<file path="config.mk">
export PLATFORM = sky130hd
export DESIGN_NAME = piso_serializer_flat
export DESIGN_NICKNAME = d
export VERILOG_FILES = /design/src/rtl/piso_pkg.sv /design/src/rtl/piso_serializer_if.sv /design/src/rtl/piso_hold_buf.sv /design/src/rtl/piso_serializer.sv /design/src/flat_wrapper.sv
export SDC_FILE = /design/constraint.sdc
export NUM_CORES = 1
export LEC_CHECK = 0
export BUFFER_PORTS_ARGS = -buffer_cell sky130_fd_sc_hd__buf_2
export CAP_MARGIN = 20
export CORE_MARGIN = 10
export CORE_UTILIZATION = 40
export DETAILED_ROUTE_END_ITERATION = 10
export GPL_TIMING_DRIVEN = 0
export PLACE_DENSITY = 0.64
export SYNTH_ARGS = -nofsm -noshare
export SYNTH_HDL_FRONTEND = slang
export SYNTH_HIERARCHICAL = 1
export SYNTH_SLANG_ARGS = --single-unit
</file>
<file path="constraint.sdc">
create_clock -name clk -period 5 [get_ports clk]
set_input_delay 0.5 -clock clk [delete_from_list [all_inputs] [get_ports clk]]
set_output_delay 0.5 -clock clk [all_outputs]
set_load 0.01 [all_outputs]
</file>
<file path="src/rtl/piso_pkg.sv">
// Shared types and frame-length helper for the parallel-in serial-out stage.
// Optional feature macro: PISO_PARITY_EN appends one even-parity bit to every frame.
// Contents: ser_state_t, PARITY_EN, frame_len(), FRAME_LEN for the default width.
package piso_pkg;

  typedef enum logic [1:0] {
    IDLE   = 2'd0,
    SHIFT  = 2'd1,
    PARITY = 2'd2
  } ser_state_t;

`ifdef PISO_PARITY_EN
  localparam bit PARITY_EN = 1'b1;
`else
  localparam bit PARITY_EN = 1'b0;
`endif

  // Frame length in cycles: data bits plus the optional parity bit.
  function automatic int unsigned frame_len(input int unsigned width);
    return width + (PARITY_EN ? 32'd1 : 32'd0);
  endfunction

  localparam int unsigned DEF_WIDTH = 4;
  localparam int unsigned FRAME_LEN = frame_len(DEF_WIDTH);

endpackage

</file>
<file path="src/rtl/piso_serializer_if.sv">
// Bus bundle for piso_serializer: parallel word handshake plus serial output and strobes.
// Ports: in_data/in_valid (to DUT), in_ready (from DUT),
//        ser_out/ser_valid/ser_first/ser_last/busy (from DUT).
// modport master: word producer / serial consumer side; modport slave: the serializer.
interface piso_serializer_if #(
  parameter int unsigned WIDTH = 4
);

  logic [WIDTH-1:0] in_data;
  logic             in_valid;
  logic             in_ready;
  logic             ser_out;
  logic             ser_valid;
  logic             ser_first;
  logic             ser_last;
  logic             busy;

  modport master (
    output in_data,
    output in_valid,
    input  in_ready,
    input  ser_out,
    input  ser_valid,
    input  ser_first,
    input  ser_last,
    input  busy
  );

  modport slave (
    input  in_data,
    input  in_valid,
    output in_ready,
    output ser_out,
    output ser_valid,
    output ser_first,
    output ser_last,
    output busy
  );

endinterface

</file>
<file path="src/rtl/piso_hold_buf.sv">
// One-entry hold buffer in front of the shifter.
// Ports: clk, rst (sync, active-high); in_data/in_valid/in_ready upstream handshake;
//        load_req (shifter can take a word this edge); hold_data/hold_full/load_now to shifter.
// in_ready is combinational so a word can enter on the same edge the held one leaves.
module piso_hold_buf #(
  parameter int unsigned WIDTH = 4
) (
  input  logic             clk,
  input  logic             rst,
  input  logic [WIDTH-1:0] in_data,
  input  logic             in_valid,
  output logic             in_ready,
  input  logic             load_req,
  output logic [WIDTH-1:0] hold_data,
  output logic             hold_full,
  output logic             load_now
);

  logic accept;

  assign load_now = hold_full && load_req;
  assign in_ready = !hold_full || load_now;
  assign accept   = in_valid && in_ready;

  // Accept wins over load: a simultaneous load+accept leaves the buffer full with the new word.
  always_ff @(posedge clk) begin
    if (rst) begin
      hold_full <= 1'b0;
      hold_data <= '0;
    end else if (accept) begin
      hold_full <= 1'b1;
      hold_data <= in_data;
    end else if (load_now) begin
      hold_full <= 1'b0;
    end
  end

endmodule

</file>
<file path="src/rtl/piso_serializer.sv">
// Parallel-in serial-out serializer: one bit per clk with first/last frame strobes.
// Ports: clk, rst (sync, active-high), bus (piso_serializer_if.slave):
//        in_data/in_valid/in_ready word handshake, ser_out/ser_valid/ser_first/ser_last
//        registered serial outputs, busy = shifter or hold buffer occupied.
// Parameters: WIDTH (>=2) data bits per frame; LSB_FIRST selects transmit order.
// Build option: define PISO_PARITY_EN to append an even-parity bit (ser_last moves to it).
module piso_serializer
  import piso_pkg::*;
#(
  parameter int unsigned WIDTH     = 4,
  parameter int unsigned LSB_FIRST = 1
) (
  input logic               clk,
  input logic               rst,
  piso_serializer_if.slave  bus
);

  localparam int unsigned FRAME_LEN_W = frame_len(WIDTH);
  localparam int unsigned CNT_W       = $clog2(WIDTH + 1);
  localparam logic [CNT_W-1:0] LAST_DATA = CNT_W'(WIDTH - 1);
  localparam logic [CNT_W-1:0] LAST_IDX  = CNT_W'(FRAME_LEN_W - 1);

  ser_state_t       state_q, state_d;
  logic [CNT_W-1:0] cnt_q, cnt_d;
  logic [WIDTH-1:0] shreg_q, shreg_d;
  logic             ser_out_q, ser_out_d;
  logic             ser_valid_q, ser_valid_d;
  logic             ser_first_q, ser_first_d;
  logic             ser_last_q, ser_last_d;
`ifdef PISO_PARITY_EN
  logic             parity_q, parity_d;
`endif

  logic [WIDTH-1:0] hold_data;
  logic             hold_full;
  logic             load_now;
  logic             load_req;
  logic             frame_done;

  // Bit that goes on the wire first for a given (possibly already advanced) word.
  function automatic logic first_bit(input logic [WIDTH-1:0] w);
    return (LSB_FIRST != 0) ? w[0] : w[WIDTH-1];
  endfunction

  // Drop the bit just transmitted so the next one sits at the output end.
  function automatic logic [WIDTH-1:0] advance(input logic [WIDTH-1:0] w);
    return (LSB_FIRST != 0) ? (w >> 1) : (w << 1);
  endfunction

  // Shifter is free when idle or when the final frame bit is on the wire.
  // cnt_q is cleared on entry to IDLE, so it only matches LAST_IDX inside a frame.
  assign load_req = (state_q == IDLE) || (cnt_q == LAST_IDX);

  piso_hold_buf #(
    .WIDTH (WIDTH)
  ) u_hold (
    .clk       (clk),
    .rst       (rst),
    .in_data   (bus.in_data),
    .in_valid  (bus.in_valid),
    .in_ready  (bus.in_ready),
    .load_req  (load_req),
    .hold_data (hold_data),
    .hold_full (hold_full),
    .load_now  (load_now)
  );

  // State register and registered serial outputs.
  always_ff @(posedge clk) begin
    if (rst) begin
      state_q     <= IDLE;
      cnt_q       <= '0;
      shreg_q     <= '0;
      ser_out_q   <= 1'b0;
      ser_valid_q <= 1'b0;
      ser_first_q <= 1'b0;
      ser_last_q  <= 1'b0;
`ifdef PISO_PARITY_EN
      parity_q    <= 1'b0;
`endif
    end else begin
      state_q     <= state_d;
      cnt_q       <= cnt_d;
      shreg_q     <= shreg_d;
      ser_out_q   <= ser_out_d;
      ser_valid_q <= ser_valid_d;
      ser_first_q <= ser_first_d;
      ser_last_q  <= ser_last_d;
`ifdef PISO_PARITY_EN
      parity_q    <= parity_d;
`endif
    end
  end

  // Next-state and next-output logic; outputs describe the bit shown after the coming edge.
  always_comb begin
    state_d     = state_q;
    cnt_d       = cnt_q;
    shreg_d     = shreg_q;
    ser_out_d   = 1'b0;
    ser_valid_d = 1'b0;
    ser_first_d = 1'b0;
    ser_last_d  = 1'b0;
    frame_done  = 1'b0;
`ifdef PISO_PARITY_EN
    parity_d    = parity_q;
`endif

    unique case (state_q)
      IDLE: begin
        frame_done = 1'b1;
      end
      SHIFT: begin
        if (cnt_q == LAST_DATA) begin
`ifdef PISO_PARITY_EN
          state_d     = PARITY;
          cnt_d       = cnt_q + CNT_W'(1);
          ser_out_d   = parity_q;
          ser_valid_d = 1'b1;
          ser_last_d  = 1'b1;
`else
          frame_done  = 1'b1;
`endif
        end else begin
          cnt_d       = cnt_q + CNT_W'(1);
          ser_out_d   = first_bit(shreg_q);
          shreg_d     = advance(shreg_q);
          ser_valid_d = 1'b1;
          ser_last_d  = ((cnt_q + CNT_W'(1)) == LAST_IDX);
        end
      end
      PARITY: begin
        frame_done = 1'b1;
      end
      default: begin
        state_d = IDLE;
        cnt_d   = '0;
      end
    endcase

    // Shared end-of-frame decision: chain straight into the held word or fall idle.
    if (frame_done) begin
      if (load_now) begin
        state_d     = SHIFT;
        cnt_d       = '0;
        ser_out_d   = first_bit(hold_data);
        shreg_d     = advance(hold_data);
        ser_valid_d = 1'b1;
        ser_first_d = 1'b1;
`ifdef PISO_PARITY_EN
        parity_d    = ^hold_data;
`endif
      end else begin
        state_d = IDLE;
        cnt_d   = '0;
      end
    end
  end

  assign bus.ser_out   = ser_out_q;
  assign bus.ser_valid = ser_valid_q;
  assign bus.ser_first = ser_first_q;
  assign bus.ser_last  = ser_last_q;
  assign bus.busy      = (state_q != IDLE) || hold_full;

endmodule

</file>
<file path="src/flat_wrapper.sv">
// flat-port wrapper written by rule: the top's interface ports become plain ports
module piso_serializer_flat import piso_pkg::*;
#(
  parameter int unsigned WIDTH     = 4,
  parameter int unsigned LSB_FIRST = 1
)
  (clk, rst, bus_in_data, bus_in_valid, bus_in_ready, bus_ser_out, bus_ser_valid, bus_ser_first, bus_ser_last, bus_busy);
  piso_serializer_if #(.WIDTH(WIDTH)) bus_i ();
  input logic clk;
  input logic rst;
  input wire logic [$bits(bus_i.in_data)-1:0] bus_in_data;
  input wire logic [$bits(bus_i.in_valid)-1:0] bus_in_valid;
  output wire logic [$bits(bus_i.in_ready)-1:0] bus_in_ready;
  output wire logic [$bits(bus_i.ser_out)-1:0] bus_ser_out;
  output wire logic [$bits(bus_i.ser_valid)-1:0] bus_ser_valid;
  output wire logic [$bits(bus_i.ser_first)-1:0] bus_ser_first;
  output wire logic [$bits(bus_i.ser_last)-1:0] bus_ser_last;
  output wire logic [$bits(bus_i.busy)-1:0] bus_busy;
  assign bus_i.in_data = bus_in_data;
  assign bus_i.in_valid = bus_in_valid;
  assign bus_in_ready = bus_i.in_ready;
  assign bus_ser_out = bus_i.ser_out;
  assign bus_ser_valid = bus_i.ser_valid;
  assign bus_ser_first = bus_i.ser_first;
  assign bus_ser_last = bus_i.ser_last;
  assign bus_busy = bus_i.busy;
  piso_serializer #(.WIDTH(WIDTH), .LSB_FIRST(LSB_FIRST)) u_core (.clk(clk), .rst(rst), .bus(bus_i));
endmodule
</file>
==> run summary <==
Largest family of logic cells by synthesized area -> compound AO/OA/AOI/OAI gates
Switching Fraction -> 0.2391
Tot GR Track Use -> 0.06320
Height of the chip -> 62.96 um
Hold path cells -> 3
Post-Synth Adder-Cell Area -> 0.06780
Number of vias per cell -> 4.575
Clk network pwr share -> 0.281
Synth async-reset ratio -> 0
Int Pwr -> 0.0001888 W
Most common cell after layout, fill and taps aside -> dfxtp_1
Compound-Gate Fraction of Synth Area -> 0.1814
Sw Pwr -> 0.00005933 W
Max frequency -> 0.4437 GHz
Max_slew headroom -> 0.7701
Clock H-tree levels -> 1
Power Density -> 291.6 nW/um2
Critical Path AT -> 1750 ps
1st-iter DRT viols -> 10
CP Class -> reg2out
Fillers -> 169
Post-synthesis mux area share -> 0.04068
Layout cells sized above 1 -> 0.2841
Slew at the pin closest to its max-slew limit -> 344.9 ps
Seq. cell area -> 340.3 um2
Synth-to-Final Area Change -> 15.25%
Final WL -> 1239 um
Reg-to-reg endpoint -> u_core/shreg_q[2]
First-pass GRT wire length -> 2063 um
Worst R2R Path Depth -> 8
Antenna-violating nets left -> 0
Reg2Reg Launch Point -> u_core/cnt_q[0]
Vias in the first global route -> 479
Hold Startpoint -> bus_in_data[1]
Simple-gate portion of the synthesized area -> 0.1661
Utilization after layout -> 0.4875
Mapped Avg Cell Area -> 10.11 um2
DR pass1 iterations -> 4
Final Hold Slack -> 459.2 ps
Reg2Reg Setup Slack -> 3210 ps
# port buffers -> 11
Post-synth top flop -> dfxtp_1
CTS sink count -> 17
CTS tree -> built
Worst endpoint required time -> 4500 ps
Worst hold-check path type -> in2reg
Syn_nets -> 84
Final net count -> 100
Std cell rows -> 15
Die X -> 62.96 um
Hold path endpoint -> u_core/u_hold/hold_data[1]
Most frequent cells in the layout -> 17 x dfxtp_1, 12 x buf_2, 8 x a21oi_1
Via count -> 517
Post-synthesis cell type count -> 22
Num CTS Buffers -> 3
Flop pwr share -> 0.588
Final setup viols -> 0
Post-CTS Setup Bufs -> 0
Largest net degree at the start of global routing -> 12
Ant. Diodes -> 0
Wire per inst -> 10.96 um
Yosys reg bits -> 17
Clock Skews -> 3.709 ps
P_leak -> 0.3548 nW
Footprint of the multi-input gates -> 336.6 um2
Slew Limit Fails -> 0
Worst VDD drop -> 0.1369 mV
Final Hold Viols -> 0
Cell Area, Placed -> 824.5 um2
Clock Latency Late Sink -> 280 ps
Fin crit share -> 0.4508
Cts hold-fix bufs -> 0
Max Cap Viol -> 0
Syn Inst Count -> 73
Critical Path Source Type -> flip-flop
Die ar. -> 3964 um2
Ys Warns -> 6
Io pins -> 13
Outcome -> finished, final reports clean
Combinational power share -> 0.131
Maximum clock insertion buffer count -> 2
Register area share after synthesis -> 0.4610
Post-synth EDFFs -> 0
CP Capture Type -> primary output
CTS resizes -> 0
Initial antenna violation count -> 0
Root Driver -> clkbuf_4
Total power -> 0.0002481 W
Routability congestion estimate -> 0.7438
Unrepaired setup endpoints after global routing -> false
Setup TNS -> 0 ps
DRC -> 0
XOR/XNOR Fraction of Synth Area -> 0
Synthesized cell area -> 738.2 um2
Critical path peak fanout -> 11
Clock-pin slew on the worst setup and hold paths -> 90 ps
Grt ovf -> 0
Initial Util -> 0.4229
Core Area -> 1745 um2
Tmin final -> 2254 ps
Final instance area -> 850.8 um2
HPWL Detailed -> 942.4 um
sequential cells by signal, summed over array words and instances (netlist names):
| register | count |
|---|---|
| u_core/bus.ser_first | 1 |
| u_core/bus.ser_last | 1 |
| u_core/bus.ser_out | 1 |
| u_core/bus.ser_valid | 1 |
| u_core/cnt_q | 3 |
| u_core/shreg_q | 4 |
| u_core/state_q | 1 |
| u_core/u_hold/hold_data | 4 |
| u_core/u_hold/hold_full | 1 |
logic make-up (layout without fill, tap and decap cells):
kind of cell | after synthesis | in the layout
DFF | 17 | 17
adders and majority gates | 4 | 4
muxes | 3 | 3
buffers and inverters | 11 | 26
and+or+nand+nor | 21 | 21
AOI/OAI and AO/OA | 17 | 17
worst max path at each step:
stage | start | end | slack (ps)
after floorplan | u_core/cnt_q[0] | bus_in_ready | 3250
after global placement | u_core/cnt_q[0] | bus_in_ready | 3050
after detailed placement | u_core/cnt_q[0] | bus_in_ready | 3040
after CTS | u_core/cnt_q[0] | bus_in_ready | 2720
after global routing | u_core/cnt_q[0] | bus_in_ready | 2630
final | u_core/cnt_q[0] | bus_in_ready | 2750
synth_stat cells (all sizes together), types with 2 or more instances:
| cell | n | area, um2 |
|---|---|---|
| nand2b | 2 | 27.53 |
| a211oi | 2 | 25.02 |
| nor3 | 4 | 20.02 |
| mux2i | 3 | 30.03 |
| ha | 4 | 50.05 |
| buf | 4 | 35.03 |
| a21bo | 4 | 40.04 |
| nand3 | 6 | 30.03 |
| a21oi | 8 | 40.04 |
| dfxtp | 17 | 340.3 |
| nor2 | 3 | 11.26 |
| nand2 | 3 | 11.26 |
| inv | 6 | 22.52 |
through the flow:
stage	setup WS (ps)	instances
3_5_place_dp	3041	109
2_1_floorplan	3250	73
4_1_cts	2715	113
5_1_grt	2634	113
3_3_place_gp	3054	109
6_report	2746	113
power by group through the flow:
stage	Sequential, W	Clock (W)	Combinational, W
after CTS	0.000146	0.0000745	0.0000329
final	0.000146	0.0000696	0.0000325
after global routing	0.000147	0.0000792	0.0000360
after detailed placement	0.000149	0	0.0000328
after global placement	0.000149	0	0.0000326
after floorplan	0.000149	0	0.0000238
metal layers:
layer	track usage	part of all wire	wire length [um]
met5	0	0	0
met4	0.04190	0.013	16
met3	0.02688	0.045	56
met2	0.09391	0.48	597
met1	0.07150	0.46	569
worst max-delay path, stage by stage, from the launching register on:
cell and delay [ps]:
dfxtp_1 340, ha_1 220, ha_1 200, nand2b_4 170, buf_6 150, nand2b_4 140
buf_6 130, buf_2 130
final cells by class:
cell class                 count  area share
timing repair buffer          11     0.06471
multi-input combinational     45      0.3956
tap                           25     0.03676
sequential                    17      0.4000
inverter                       6     0.02647
buffer                         5     0.04559
clock buffer                   4     0.03088
Note: power is estimated with default switching activity, not from simulation.
